File: src/rtl/dct_pkg.sv
// Shared definitions for the 4-point forward/inverse integer DCT datapaths:
// FSM states, HEVC basis constants, internal width and arithmetic helpers.
package dct_pkg;

    typedef enum logic [1:0] {
        StCollect,
        StCompute,
        StEmit
    } dct_state_e;

    localparam int unsigned C64   = 64;
    localparam int unsigned C83   = 83;
    localparam int unsigned C36   = 36;
    localparam int unsigned ACC_W = 36;

    typedef logic signed [ACC_W-1:0] acc_t;

    // Constant multiply as a sum of shifted copies; c is always an elaboration constant.
    function automatic acc_t cmul(input acc_t v, input int unsigned c);
        acc_t acc;
        acc = '0;
        for (int i = 0; i < 8; i++) begin
            if (c[i]) begin
                acc = acc + (v <<< i);
            end
        end
        return acc;
    endfunction

    // Clamp v to the signed range of a w-bit value.
    function automatic acc_t sat_w(input acc_t v, input int unsigned w);
        acc_t hi;
        acc_t lo;
        hi = acc_t'((64'sd1 <<< (w - 1)) - 64'sd1);
        lo = ~hi;
        if (v > hi) begin
            return hi;
        end
        if (v < lo) begin
            return lo;
        end
        return v;
    endfunction

endpackage

File: src/rtl/dct4_butterfly.sv
// Combinational 4-point forward DCT butterfly; even/odd split followed by
// the 64/83/36 basis products, all at full internal width.
module dct4_butterfly
    import dct_pkg::*;
(
    input  acc_t x0,
    input  acc_t x1,
    input  acc_t x2,
    input  acc_t x3,
    output acc_t y0,
    output acc_t y1,
    output acc_t y2,
    output acc_t y3
);

    acc_t e0;
    acc_t o0;
    acc_t e1;
    acc_t o1;

    assign e0 = x0 + x3;
    assign o0 = x0 - x3;
    assign e1 = x1 + x2;
    assign o1 = x1 - x2;

    assign y0 = cmul(e0 + e1, C64);
    assign y1 = cmul(o0, C83) + cmul(o1, C36);
    assign y2 = cmul(e0 - e1, C64);
    assign y3 = cmul(o0, C36) - cmul(o1, C83);

endmodule

File: src/rtl/dct4_fwd_stream.sv
// Streaming 4-point forward integer DCT: collects a residual row serially,
// transforms it in one cycle, then emits rounded, saturated coefficients.
module dct4_fwd_stream
    import dct_pkg::*;
#(
    parameter int unsigned SHIFT = 7,
    parameter int unsigned ROUND = 1 << (SHIFT - 1),
    parameter int unsigned W     = 25
) (
    input  logic                clk,
    input  logic                reset,
    input  logic                in_valid,
    output logic                in_ready,
    input  logic signed [W-1:0] d_in,
    output logic                out_valid,
    input  logic                out_ready,
    output logic signed [W-1:0] d_out,
    output logic [1:0]          out_idx,
    output logic                busy
);

    dct_state_e          state_q;
    dct_state_e          state_d;
    logic [1:0]          in_cnt_q;
    logic [1:0]          in_cnt_d;
    logic [1:0]          out_cnt_q;
    logic [1:0]          out_cnt_d;
    logic signed [W-1:0] x_q [4];
    logic signed [W-1:0] x_d [4];
    acc_t                y_q [4];
    acc_t                y_d [4];

    acc_t bf_y0;
    acc_t bf_y1;
    acc_t bf_y2;
    acc_t bf_y3;

    dct4_butterfly u_butterfly (
        .x0 (acc_t'(x_q[0])),
        .x1 (acc_t'(x_q[1])),
        .x2 (acc_t'(x_q[2])),
        .x3 (acc_t'(x_q[3])),
        .y0 (bf_y0),
        .y1 (bf_y1),
        .y2 (bf_y2),
        .y3 (bf_y3)
    );

    always_ff @(posedge clk) begin
        if (reset) begin
            state_q   <= StCollect;
            in_cnt_q  <= '0;
            out_cnt_q <= '0;
            for (int i = 0; i < 4; i++) begin
                x_q[i] <= '0;
                y_q[i] <= '0;
            end
        end else begin
            state_q   <= state_d;
            in_cnt_q  <= in_cnt_d;
            out_cnt_q <= out_cnt_d;
            x_q       <= x_d;
            y_q       <= y_d;
        end
    end

    always_comb begin
        state_d   = state_q;
        in_cnt_d  = in_cnt_q;
        out_cnt_d = out_cnt_q;
        x_d       = x_q;
        y_d       = y_q;
        unique case (state_q)
            StCollect: begin
                if (in_valid) begin
                    x_d[in_cnt_q] = d_in;
                    if (in_cnt_q == 2'd3) begin
                        in_cnt_d = 2'd0;
                        state_d  = StCompute;
                    end else begin
                        in_cnt_d = in_cnt_q + 2'd1;
                    end
                end
            end
            StCompute: begin
                y_d[0]    = bf_y0;
                y_d[1]    = bf_y1;
                y_d[2]    = bf_y2;
                y_d[3]    = bf_y3;
                out_cnt_d = 2'd0;
                state_d   = StEmit;
            end
            StEmit: begin
                if (out_ready) begin
                    if (out_cnt_q == 2'd3) begin
                        out_cnt_d = 2'd0;
                        state_d   = StCollect;
                    end else begin
                        out_cnt_d = out_cnt_q + 2'd1;
                    end
                end
            end
            default: begin
                state_d = StCollect;
            end
        endcase
    end

    acc_t                y_sel;
    acc_t                coef_rnd;
    acc_t                coef_sat;
    logic signed [W-1:0] coef_w;

    // Output is a pure function of registered state, so it holds under backpressure.
    assign y_sel    = y_q[out_cnt_q];
    assign coef_rnd = (y_sel + acc_t'(ROUND)) >>> SHIFT;
    assign coef_sat = sat_w(coef_rnd, W);
    assign coef_w   = W'(coef_sat);

    assign in_ready  = (state_q == StCollect);
    assign out_valid = (state_q == StEmit);
    assign d_out     = out_valid ? coef_w : '0;
    assign out_idx   = out_valid ? out_cnt_q : 2'd0;
    assign busy      = !((state_q == StCollect) && (in_cnt_q == 2'd0));

endmodule
File: config.mk
export PLATFORM = sky130hd
export DESIGN_NAME = dct4_fwd_stream
export DESIGN_NICKNAME = d
export VERILOG_FILES = /design/src/rtl/dct_pkg.sv /design/src/rtl/dct4_butterfly.sv /design/src/rtl/dct4_fwd_stream.sv
export SDC_FILE = /design/constraint.sdc
export NUM_CORES = 1
export LEC_CHECK = 0
export ABC_CLOCK_PERIOD_IN_PS = 8100
export BUFFER_PORTS_ARGS = -buffer_cell sky130_fd_sc_hd__buf_4
export CORE_UTILIZATION = 50
export CTS_BUF_LIST = sky130_fd_sc_hd__clkbuf_2
export CTS_CLUSTER_DIAMETER = 60
export CTS_CLUSTER_SIZE = 25
export DETAILED_ROUTE_END_ITERATION = 8
export PLACE_DENSITY = 0.69
export SKIP_LAST_GASP = 1
export SLEW_MARGIN = 20
export SYNTH_ARGS = -nofsm -noshare
export SYNTH_HDL_FRONTEND = slang
export SYNTH_SLANG_ARGS = --single-unit
File: constraint.sdc
create_clock -name clk -period 8.1 [get_ports clk]
set_input_delay 0.405 -clock clk [delete_from_list [all_inputs] [get_ports clk]]
set_output_delay 0.405 -clock clk [all_outputs]
set_load 0.01 [all_outputs]
==> impl_metrics.yaml <==
run_status:
  status: "complete, no violations"
logic_synthesis:
  synth_nets: 3569
  synthAdderAreaFrac_pct: 28.5
  syn_area_um2: 25100
  synth_compound_area_share_pct: 18.9
  ys_warn_count: 0
  ys_seq_area_share_pct: 18.0
  synth_seq_cells: 225
  synth-main-ff-cell: "dfxtp_1"
  synth_edf_count: 0
  async_reset_ff_share_pct: 0
  synth_xor_xnor_area_share_pct: 6.88
  synthMuxAreaShare_pct: 2.81
  syn_area_per_cell_um2: 8.14
  synthSimpleGateAreaFrac_pct: 15.4
  synthCells: 3080
  ys_types: 99
  synth_top_family_by_area: "adder cells"
timing:
  layout_min_cycle_time_ns: 7.55
  tightestPinTransition_ns: 1.32
  maxSlewViolCount: 0
  setup_viol_count_final: 0
  final-hold-violation-count: 0
  max_slew_margin_pct: 10.8
  clock_skew_ns: 0.0621
  period_share_pct: 93.2
  max_freq_mhz: 132
  rsz0062_at_grt: "false"
  setup-tns-final_ns: 0
die:
  rows: 81
  die_h_um: 226
  core_um2: 49200
  initial_core_util_pct: 51.0
  die_width_um: 226
  pin_count: 59
  die_area_um2: 51000
global_routing:
  grt_max_degree: 107
  antenna_found_initial: 1
  gr-usage-met2_pct: 40.4
  grt_first_pass_wirelength_um: 107000
  grt_use_total_pct: 26.4
  top_usage_layer: "met2"
  grt_util_met3_pct: 4.10
  grt.overflow.total: 0
  grt_util_met1_pct: 38.8
  grt_pass1_vias: 20200
place:
  globalplace.congestion: 0.922
  io_buffer_count: 58
  hpwl_um: 54100
  dp.cells: 3716
critical_path:
  critPathMaxStageDelay_ns: 0.58
  endpoint_kind: "flip-flop"
  path_buf_inv: 5
  cp_slowest_cell: "nor3b_1"
  path_max_fanout: 6
  critPathArrivalTime_ns: 8.51
  cp.required_ns: 9.07
  cpMostUsedCell: "inv_1"
  cp-start-kind: "flip-flop"
  critPathKind: "reg2reg"
  critical_path.top_delay_family: "compound AO/OA/AOI/OAI gates"
cells_and_area:
  stdcell_count: 3793
  fillCellCount: 4620
  areaGrowthSynthToFinish_pct: 6.76
  layout.nets: 3600
  drive_gt1_share_pct: 8.22
detailed_routing:
  vias_per_cell: 5.51
  wirelength_um: 67000
  dr.pass1.iters: 5
  wire_per_inst_um: 17.7
  drc: 0
  drtAntennaViolNets: 0
  drt_iter0_markers: 1415
  vias: 20900
clock_network:
  clkSinkCount: 225
  worst_skew_pair.late_latency_ns: 1.01
  cts_setup_buffers: 0
  cts_buffers: 23
  path_clk_slew_ns: 0.31
  cts.root.buffer_cell: "clkbuf_2"
  cts.htree.levels: 1
  cts_buffer_depth: 3
  cts_tree: "built"
min_path:
  hold_class: "in2reg"
run:
  maxCapViolCount: 0
[synth_stat cells, types with 7 or more instances]
| master | count | area share [%] |
|---|---|---|
| or3_1 | 38 | 0.95 |
| o31ai_1 | 15 | 0.45 |
| nand3_1 | 38 | 0.76 |
| o21ai_0 | 115 | 2.3 |
| nor2_1 | 172 | 2.6 |
| nand2b_1 | 26 | 0.65 |
| a311oi_1 | 10 | 0.35 |
| a21oi_1 | 287 | 5.7 |
| ha_1 | 275 | 14 |
| o21bai_1 | 43 | 1.3 |
| mux4_2 | 24 | 2.2 |
| a221oi_1 | 7 | 0.24 |
| xnor2_1 | 140 | 4.9 |
| buf_2 | 9 | 0.18 |
| dfxtp_1 | 225 | 18 |
| a31oi_1 | 14 | 0.35 |
| inv_1 | 483 | 7.2 |
| nor2b_1 | 24 | 0.60 |
| or2_2 | 20 | 0.50 |
| a31o_2 | 7 | 0.24 |
| and3_1 | 14 | 0.35 |
| a21o_1 | 49 | 1.5 |
| nor4_1 | 10 | 0.25 |
| clkbuf_1 | 98 | 1.5 |
| a211oi_1 | 30 | 0.90 |
| nand2_1 | 365 | 5.5 |
| o21ai_2 | 20 | 0.70 |
| xor2_1 | 55 | 1.9 |
| o21a_1 | 22 | 0.66 |
| o22ai_1 | 8 | 0.20 |
| fa_1 | 185 | 15 |
| nand4_1 | 14 | 0.35 |
| and2_1 | 11 | 0.27 |
| nor3_1 | 55 | 1.1 |
| o211ai_1 | 12 | 0.36 |
[through the flow]
stage               utilization [%]  setup WS [ns]  area [um^2]  hold slack, ns
finish                         54.4          0.552        26800           0.175
global route                   54.4          0.221        26800           0.102
CTS                            54.3          0.526        26700          0.0680
detailed placement             53.0          0.508        26100           0.441
global placement               53.0          0.681        26100           0.432
floorplan                         -          0.513        25100           0.415
[worst paths after layout]
| kind | from | to | slack [ns] | cells after the start |
|---|---|---|---|---|
| worst min register to register | y_q[85]$_SDFFE_PP0P_ | y_q[85]$_SDFFE_PP0P_ | 0.46 | 2 |
| worst min-delay path | d_in[14] | x_q[14]$_SDFFE_PP0P_ | 0.18 | 4 |
| worst max register to register | x_q[1]$_SDFFE_PP0P_ | y_q[104]$_SDFFE_PP0P_ | 0.55 | 26 |
| worst max-delay path | x_q[1]$_SDFFE_PP0P_ | y_q[104]$_SDFFE_PP0P_ | 0.55 | 26 |
[cell families (layout without fill, tap and decap cells)]
logic type / Yosys count / in the layout
and+or+nand+nor: 827 / 827
AOI/OAI and AO/OA: 733 / 733
muxes: 32 / 32
buffers and inverters: 607 / 655
adders and majority gates: 460 / 460
DFF: 225 / 225
xor gates and xnor gates: 196 / 196
other: 0 / 1
[timing repair]
| action | 4_1_cts | 5_1_grt |
|---|---|---|
| endpoints found under the setup margin | 0 | 1 |
| endpoints found under the hold margin | 180 | 0 |
| resized for setup | 0 | 1 |
| hold buffers | 33 | 0 |
[layer usage]
| metal | vias to the layer above | part of all wire, % |
|---|---|---|
| met4 | 0 | 1.7 |
| met1 | 9927 | 48 |
| met2 | 601 | 43 |
| met5 | - | 0 |
| li1 | 10300 | - |
| met3 | 69 | 7.3 |
[worst register-to-register path: stages, from the launching register on]
cell      delay (ns)
dfxtp_1         0.42
inv_1           0.11
ha_1            0.31
nor2b_1         0.13
o21ai_0         0.18
a21boi_0        0.18
nor3b_1         0.58
o311ai_0        0.27
buf_4           0.20
a41o_1          0.27
a31o_2          0.27
o21a_1          0.22
o41a_1          0.46
fa_1            0.58
inv_1           0.05
fa_1            0.52
inv_1           0.05
fa_1            0.53
inv_1           0.04
ha_1            0.37
a21o_1          0.23
and3_1          0.21
or2_2           0.30
nor3b_1         0.30
a211oi_1        0.16
or3_1           0.32
a32o_1          0.26
[final cells by class]
| class | count | area, um^2 | area share, % |
|---|---|---|---|
| Inverter | 484 | 1820 | 6.79 |
| Multi-Input combinational cell | 2248 | 18200 | 68.0 |
| Clock inverter | 17 | 196 | 0.734 |
| Clock buffer | 25 | 125 | 0.468 |
| Sequential cell | 225 | 4510 | 16.8 |
| Tap cell | 664 | 831 | 3.10 |
| Antenna cell | 1 | 2.50 | 0.00935 |
| Timing Repair Buffer | 129 | 1070 | 4.02 |
[state kept, by name (all words and copies together) (netlist names)]
signal / flops
y_q: 119
out_cnt_q: 2
state_q: 2
in_cnt_q: 2
x_q: 100
[layout by cell type (no fill, tap or decap), types with 15 or more instances in the layout]
cell           synthesis  routed
inv_1                483     483
nand2_1              365     364
a21oi_1              287     287
ha_1                 275     275
dfxtp_1              225     224
fa_1                 185     185
nor2_1               172     170
xnor2_1              140     138
o21ai_0              115     115
buf_4                  3      94
nor3_1                55      55
xor2_1                55      55
a21o_1                49      49
o21bai_1              43      43
or3_1                 38      38
nand3_1               38      38
dlygate4sd3_1          0      33
a211oi_1              30      30
nand2b_1              26      26
clkbuf_2               0      25
nor2b_1               24      24
mux4_2                24      24
o21a_1                22      22
or2_2                 20      20
o21ai_2               20      20
o31ai_1               15      15
Power is left out: the tool's default activity adds up to more than one toggle a clock period on the data nets, which glitch-free logic cannot reach.
